File: config.mk
export PLATFORM = sky130hd
export DESIGN_NAME = excp_ctrl
export DESIGN_NICKNAME = d
export VERILOG_FILES = /design/src/rtl/excp_ctrl.sv
export SDC_FILE = /design/constraint.sdc
export NUM_CORES = 1
export LEC_CHECK = 0
export BUFFER_PORTS_ARGS = -buffer_cell sky130_fd_sc_hd__buf_4
export CAP_MARGIN = 0
export CORE_MARGIN = 2
export CORE_UTILIZATION = 45
export DETAILED_ROUTE_END_ITERATION = 8
export PLACE_DENSITY = 0.76
export SYNTH_ARGS = -nofsm -noshare
export SYNTH_HDL_FRONTEND = slang
export SYNTH_SLANG_ARGS = --single-unit
export TNS_END_PERCENT = 100
File: constraint.sdc
create_clock -name clk_i -period 7.7 [get_ports clk_i]
set_input_delay 1.54 -clock clk_i [delete_from_list [all_inputs] [get_ports clk_i]]
set_output_delay 1.54 -clock clk_i [all_outputs]
set_load 0.02 [all_outputs]
File: src/rtl/excp_ctrl.sv
// Machine-mode trap sequencer: detects exceptions, the timer interrupt and mret
// in decode, writes the trap CSRs one per cycle, then redirects fetch.
module excp_ctrl #(
   parameter int DW          = 32,
   parameter bit VECTORED_EN = 1'b1
) (
   input  logic          clk_i,
   input  logic          rst_i,
   input  logic          id_valid_i,
   input  logic [DW-1:0] id_pc_i,
   input  logic [31:0]   id_inst_i,
   input  logic          id_ecall_i,
   input  logic          id_ebreak_i,
   input  logic          id_illegal_i,
   input  logic          id_mret_i,
   input  logic          irq_timer_i,
   input  logic [DW-1:0] csr_mstatus_i,
   input  logic [DW-1:0] csr_mie_i,
   input  logic [DW-1:0] csr_mtvec_i,
   input  logic [DW-1:0] csr_mepc_i,
   output logic          csr_we_o,
   output logic [11:0]   csr_waddr_o,
   output logic [DW-1:0] csr_wdata_o,
   output logic          excp_stallreq_o,
   output logic [2:0]    excp_flushreq_o,
   output logic          excp_jump_o,
   output logic [DW-1:0] excp_jump_addr_o
);

   typedef enum logic [2:0] {
      S_IDLE, S_W_MEPC, S_W_MCAUSE, S_W_MTVAL, S_W_MSTATUS, S_JUMP
   } state_t;

   typedef enum logic [1:0] {K_NONE, K_EXC, K_IRQ, K_MRET} kind_t;

   localparam logic [11:0] ADDR_MSTATUS = 12'h300;
   localparam logic [11:0] ADDR_MEPC    = 12'h341;
   localparam logic [11:0] ADDR_MCAUSE  = 12'h342;
   localparam logic [11:0] ADDR_MTVAL   = 12'h343;

   state_t        state, state_nxt;
   kind_t         kind, det_kind;
   logic [DW-1:0] pc, cause, tval;
   logic [DW-1:0] det_cause, det_tval;
   logic          irq_take, detect;
   logic [DW-1:0] mstatus_trap, mstatus_mret, trap_base;

   // Only MTIE is consulted from mie.
   logic unused_mie;
   assign unused_mie = ^{csr_mie_i[DW-1:8], csr_mie_i[6:0]};

   assign irq_take = irq_timer_i & csr_mstatus_i[3] & csr_mie_i[7];

   // NOTE: every comb output gets a default first so no path can infer a latch.
   always_comb begin
      det_kind  = K_NONE;
      det_cause = '0;
      det_tval  = '0;
      if (id_illegal_i) begin
         det_kind  = K_EXC;
         det_cause = DW'(2);
         det_tval  = DW'(id_inst_i);
      end else if (id_ebreak_i) begin
         det_kind  = K_EXC;
         det_cause = DW'(3);
         det_tval  = id_pc_i;
      end else if (id_ecall_i) begin
         det_kind  = K_EXC;
         det_cause = DW'(11);
      end else if (irq_take) begin
         det_kind  = K_IRQ;
         det_cause = {1'b1, (DW-1)'(7)};
      end else if (id_mret_i) begin
         det_kind  = K_MRET;
      end
   end

   assign detect = (state == S_IDLE) && id_valid_i && (det_kind != K_NONE);

   // NOTE: state registers use non-blocking assignments so all flops update together.
   always_ff @(posedge clk_i) begin
      if (rst_i) begin
         state <= S_IDLE;
         kind  <= K_NONE;
         pc    <= '0;
         cause <= '0;
         tval  <= '0;
      end else begin
         state <= state_nxt;
         if (detect) begin
            kind  <= det_kind;
            pc    <= id_pc_i;
            cause <= det_cause;
            tval  <= det_tval;
         end
      end
   end

   always_comb begin
      mstatus_trap        = csr_mstatus_i;
      mstatus_trap[7]     = csr_mstatus_i[3];
      mstatus_trap[3]     = 1'b0;
      mstatus_trap[12:11] = 2'b11;
      mstatus_mret        = csr_mstatus_i;
      mstatus_mret[3]     = csr_mstatus_i[7];
      mstatus_mret[7]     = 1'b1;
   end

   assign trap_base = {csr_mtvec_i[DW-1:2], 2'b00};

   always_comb begin
      state_nxt        = state;
      csr_we_o         = 1'b0;
      csr_waddr_o      = '0;
      csr_wdata_o      = '0;
      excp_stallreq_o  = 1'b0;
      excp_flushreq_o  = 3'b000;
      excp_jump_o      = 1'b0;
      excp_jump_addr_o = '0;
      unique case (state)
         S_IDLE: begin
            if (detect) begin
               excp_stallreq_o = 1'b1;
               state_nxt       = (det_kind == K_MRET) ? S_W_MSTATUS : S_W_MEPC;
            end
         end
         S_W_MEPC: begin
            excp_stallreq_o = 1'b1;
            csr_we_o        = 1'b1;
            csr_waddr_o     = ADDR_MEPC;
            csr_wdata_o     = pc;
            state_nxt       = S_W_MCAUSE;
         end
         S_W_MCAUSE: begin
            excp_stallreq_o = 1'b1;
            csr_we_o        = 1'b1;
            csr_waddr_o     = ADDR_MCAUSE;
            csr_wdata_o     = cause;
            state_nxt       = S_W_MTVAL;
         end
         S_W_MTVAL: begin
            excp_stallreq_o = 1'b1;
            csr_we_o        = 1'b1;
            csr_waddr_o     = ADDR_MTVAL;
            csr_wdata_o     = tval;
            state_nxt       = S_W_MSTATUS;
         end
         S_W_MSTATUS: begin
            excp_stallreq_o = 1'b1;
            csr_we_o        = 1'b1;
            csr_waddr_o     = ADDR_MSTATUS;
            csr_wdata_o     = (kind == K_MRET) ? mstatus_mret : mstatus_trap;
            state_nxt       = S_JUMP;
         end
         S_JUMP: begin
            excp_jump_o = 1'b1;
            state_nxt   = S_IDLE;
            case (kind)
               K_MRET: begin
                  excp_flushreq_o  = 3'b100;
                  excp_jump_addr_o = csr_mepc_i;
               end
               K_IRQ: begin
                  excp_flushreq_o  = 3'b001;
                  excp_jump_addr_o = (VECTORED_EN && csr_mtvec_i[1:0] == 2'b01)
                                     ? trap_base + DW'(28) : trap_base;
               end
               default: begin
                  excp_flushreq_o  = 3'b010;
                  excp_jump_addr_o = trap_base;
               end
            endcase
         end
         default: state_nxt = S_IDLE;
      endcase
      // Suppress any in-flight write during the reset cycle itself.
      if (rst_i) begin
         state_nxt        = S_IDLE;
         csr_we_o         = 1'b0;
         csr_waddr_o      = '0;
         csr_wdata_o      = '0;
         excp_stallreq_o  = 1'b0;
         excp_flushreq_o  = 3'b000;
         excp_jump_o      = 1'b0;
         excp_jump_addr_o = '0;
      end
   end

endmodule

==> flow_metrics.env <==
export IMPL_fp_coreArea_mm2=0.01257
export IMPL_setup_violations_final=0
export IMPL_grt_start_max_net_pins=71
export IMPL_synth_edf_count=0
export IMPL_postSynthAreaPerCell_um2=7.161
export IMPL_synthTopCellsByArea="dfxtp_1 25%, nor2_1 9.6%, nand2_1 8.7%"
export IMPL_p_leak_nw=3.143
export IMPL_ys_flop_type="dfxtp_1"
export IMPL_grt_overflow=0
export IMPL_layout_commonest_cell="buf_4"
export IMPL_postCtsHoldBufs=0
export IMPL_worst_endpoint_required_ps=6160
export IMPL_rows=41
export IMPL_place_area_mm2=0.007452
export IMPL_synth_top_family_by_area="simple AND/OR/NAND/NOR gates"
export IMPL_fp_dieW_um=117.0
export IMPL_grt_pass1_wl_um=28480
export IMPL_critPathKind="in2out"
export IMPL_dp_hpwl_um=12980
export IMPL_first_global_vias=5606
export IMPL_synthesis_area_mm2=0.005751
export IMPL_min_path_type="reg2reg"
export IMPL_vdd_drop_max_v=0.0001610
export IMPL_cts_setup_buffers=0
export IMPL_synth_xor_area_frac=0.01066
export IMPL_timing_rr_end="cause[3]$_SDFFE_PP0P_"
export IMPL_cts_resized=0
export IMPL_final_area_mm2=0.007727
export IMPL_ant_nets=0
export IMPL_cts_buffers=9
export IMPL_clock_root_buffer="clkbuf_16"
export IMPL_dieArea_mm2=0.01370
export IMPL_fin_worst_skew_ps=4.412
export IMPL_area_growth_pct=34.38
export IMPL_final_core_util=0.6148
export IMPL_final_cell_mix="250 x buf_4, 147 x nor2_1, 133 x nand2_1"
export IMPL_wl_per_cell_um=15.96
export IMPL_synth_compound_area_share=0.2426
export IMPL_initialDrtViolationCount=546
export IMPL_startpoint_type="primary input"
export IMPL_reg2reg_from="state[1]$_SDFFE_PP0P_"
export IMPL_routed_wl_um=18610
export IMPL_synth_cells=803
export IMPL_async_flop_share=0
export IMPL_hold_end="cause[3]$_SDFFE_PP0P_"
export IMPL_drive_gt1_frac=0.3491
export IMPL_fillers=1188
export IMPL_period_needed_ps=5163
export IMPL_vias_per_cell=5.473
export IMPL_clk_latency_ps=330
export IMPL_finalCritPeriodShare=0.6705
export IMPL_maxSlewHeadroom=0.2596
export IMPL_grt_usage=0.2620
export IMPL_ys_ff_latch=73
export IMPL_power_density_mw_per_mm2=150.8
export IMPL_synth_fa_ha_area_frac=0.002176
export IMPL_num_vias=6382
export IMPL_seq_area_frac_synth=0.2541
export IMPL_whs_ps=452.5
export IMPL_portBuffers=243
export IMPL_gp_congestion=0.9279
export IMPL_hold_depth=2
export IMPL_route_detailed_drc=0
export IMPL_ys_warn_count=0
export IMPL_hold_viol=0
export IMPL_cts_sinks=73
export IMPL_rr_worst_depth=5
export IMPL_muxShareOfSynthArea=0.06201
export IMPL_antenna_found_initial=0
export IMPL_critical_path_peak_fanout=7
export IMPL_synth_top_area_frac=0.2541
export IMPL_synth_area_leader_cell="dfxtp_1"
export IMPL_clk_pin_slew_ps=50
export IMPL_rsz0062_at_grt="no"
export IMPL_die_height_um=117.0
export IMPL_tightestPinTransition_ps=1111
export IMPL_cp_end_kind="primary output"
export IMPL_cts_tree="yes"
export IMPL_synth_simple_gate_area_frac=0.3490
export IMPL_max_freq_mhz=193.7
export IMPL_initial_utilization=0.4575
export IMPL_antenna_cells=0
export IMPL_regToRegSetupSlack_ps=5120
export IMPL_nets=1190
export IMPL_min_from="cause[3]$_SDFFE_PP0P_"
export IMPL_first_pass_iters=5
export IMPL_finalSetupTns_ps=0
export IMPL_yosysUniqueCellTypes=63
export IMPL_arrival_ps=3620
export IMPL_ctsHtreeMaxLevel=3
export IMPL_cap_violations=0
export IMPL_outcome="finished, final reports clean"
export IMPL_pin_count=282
export IMPL_clk_path_buf_depth=2
export IMPL_drv_slew=0
[flip-flops by register name, summed over array words and instances, names as in the netlist]
signal / flops
pc: 32
tval: 32
kind: 2
cause: 4
state: 3
[layout make-up]
class	instances	area [um^2]	share of cell area
flip-flops and latches	73	1463	0.1893
inverters	10	37.54	0.004858
clock inverters	3	15.01	0.001943
clock buffers	13	260.3	0.03368
multi-input cells	645	3860	0.4995
well taps	172	215.2	0.02785
repair buffers	250	1877	0.2429
[worst max-delay path by stage]
stage,from,to,slack (ps),cells after the start
finish,csr_mtvec_i[2],excp_jump_addr_o[24],2540,9
CTS,csr_mtvec_i[2],excp_jump_addr_o[24],2550,9
global placement,csr_mtvec_i[2],excp_jump_addr_o[24],2560,9
floorplan,csr_mtvec_i[2],excp_jump_addr_o[22],2840,7
global route,csr_mtvec_i[3],excp_jump_addr_o[24],2390,9
detailed placement,csr_mtvec_i[2],excp_jump_addr_o[24],2550,9
[per-layer routing]
| metal | track usage | vias up | routed length, um |
|---|---|---|---|
| li1 | - | 3190 | - |
| met3 | 0.05716 | 24 | 1486 |
| met5 | 0 | - | 0 |
| met1 | 0.3326 | 2928 | 7872 |
| met2 | 0.4416 | 240 | 8900 |
| met4 | 0.08863 | 0 | 354 |
[critical path: stages]
cell and delay [ps]:
buf_4 110, inv_1 40, ha_1 220, nor2b_1 220, nor4_2 640, and3_1 320, a211oi_1 70, a211oi_1 270
buf_4 190
[metrics by stage]
step	worst slack [ps]	power, mW	std cells
global placement	2557	0.7818	1150
floorplan	2841	0.6686	809
finish	2537	1.166	1166
CTS	2550	1.169	1166
detailed placement	2553	0.7870	1150
global route	2395	1.226	1166
[cells in the mapped netlist (all sizes together), types with 2 or more instances]
cell type / number
a211oi: 38
a21oi: 85
a221oi: 6
a22o: 3
a22oi: 16
a311oi: 2
a31oi: 4
a32oi: 2
a41o: 2
and2: 6
and3: 12
buf: 29
clkbuf: 52
dfxtp: 73
inv: 10
mux2: 5
mux2i: 30
nand2: 133
nand2b: 4
nand3: 10
nand3b: 4
nand4: 10
nor2: 147
nor2b: 9
nor3: 42
nor4: 6
o211ai: 3
o21ai: 16
o221ai: 7
o311ai: 2
o31ai: 3
o41ai: 3
or3: 7
or4: 2
xor2: 7
[cells by family after synthesis]
| group | after synthesis |
|---|---|
| simple gates | 398 |
| compound gates | 197 |
| buf+inv | 91 |
| flops | 73 |
| mux | 35 |
| xor+xnor | 7 |
| fa+ha+maj | 1 |
| other cells | 1 |
[where the power goes]
group | switching (mW) | leakage, nW | total [mW] | internal (mW)
clock network | 0.151 | 0.139 | 0.385 | 0.234
logic | 0.191 | 2.40 | 0.337 | 0.147
registers | 0.0280 | 0.601 | 0.443 | 0.415
Power figures use the tool's default switching activity.
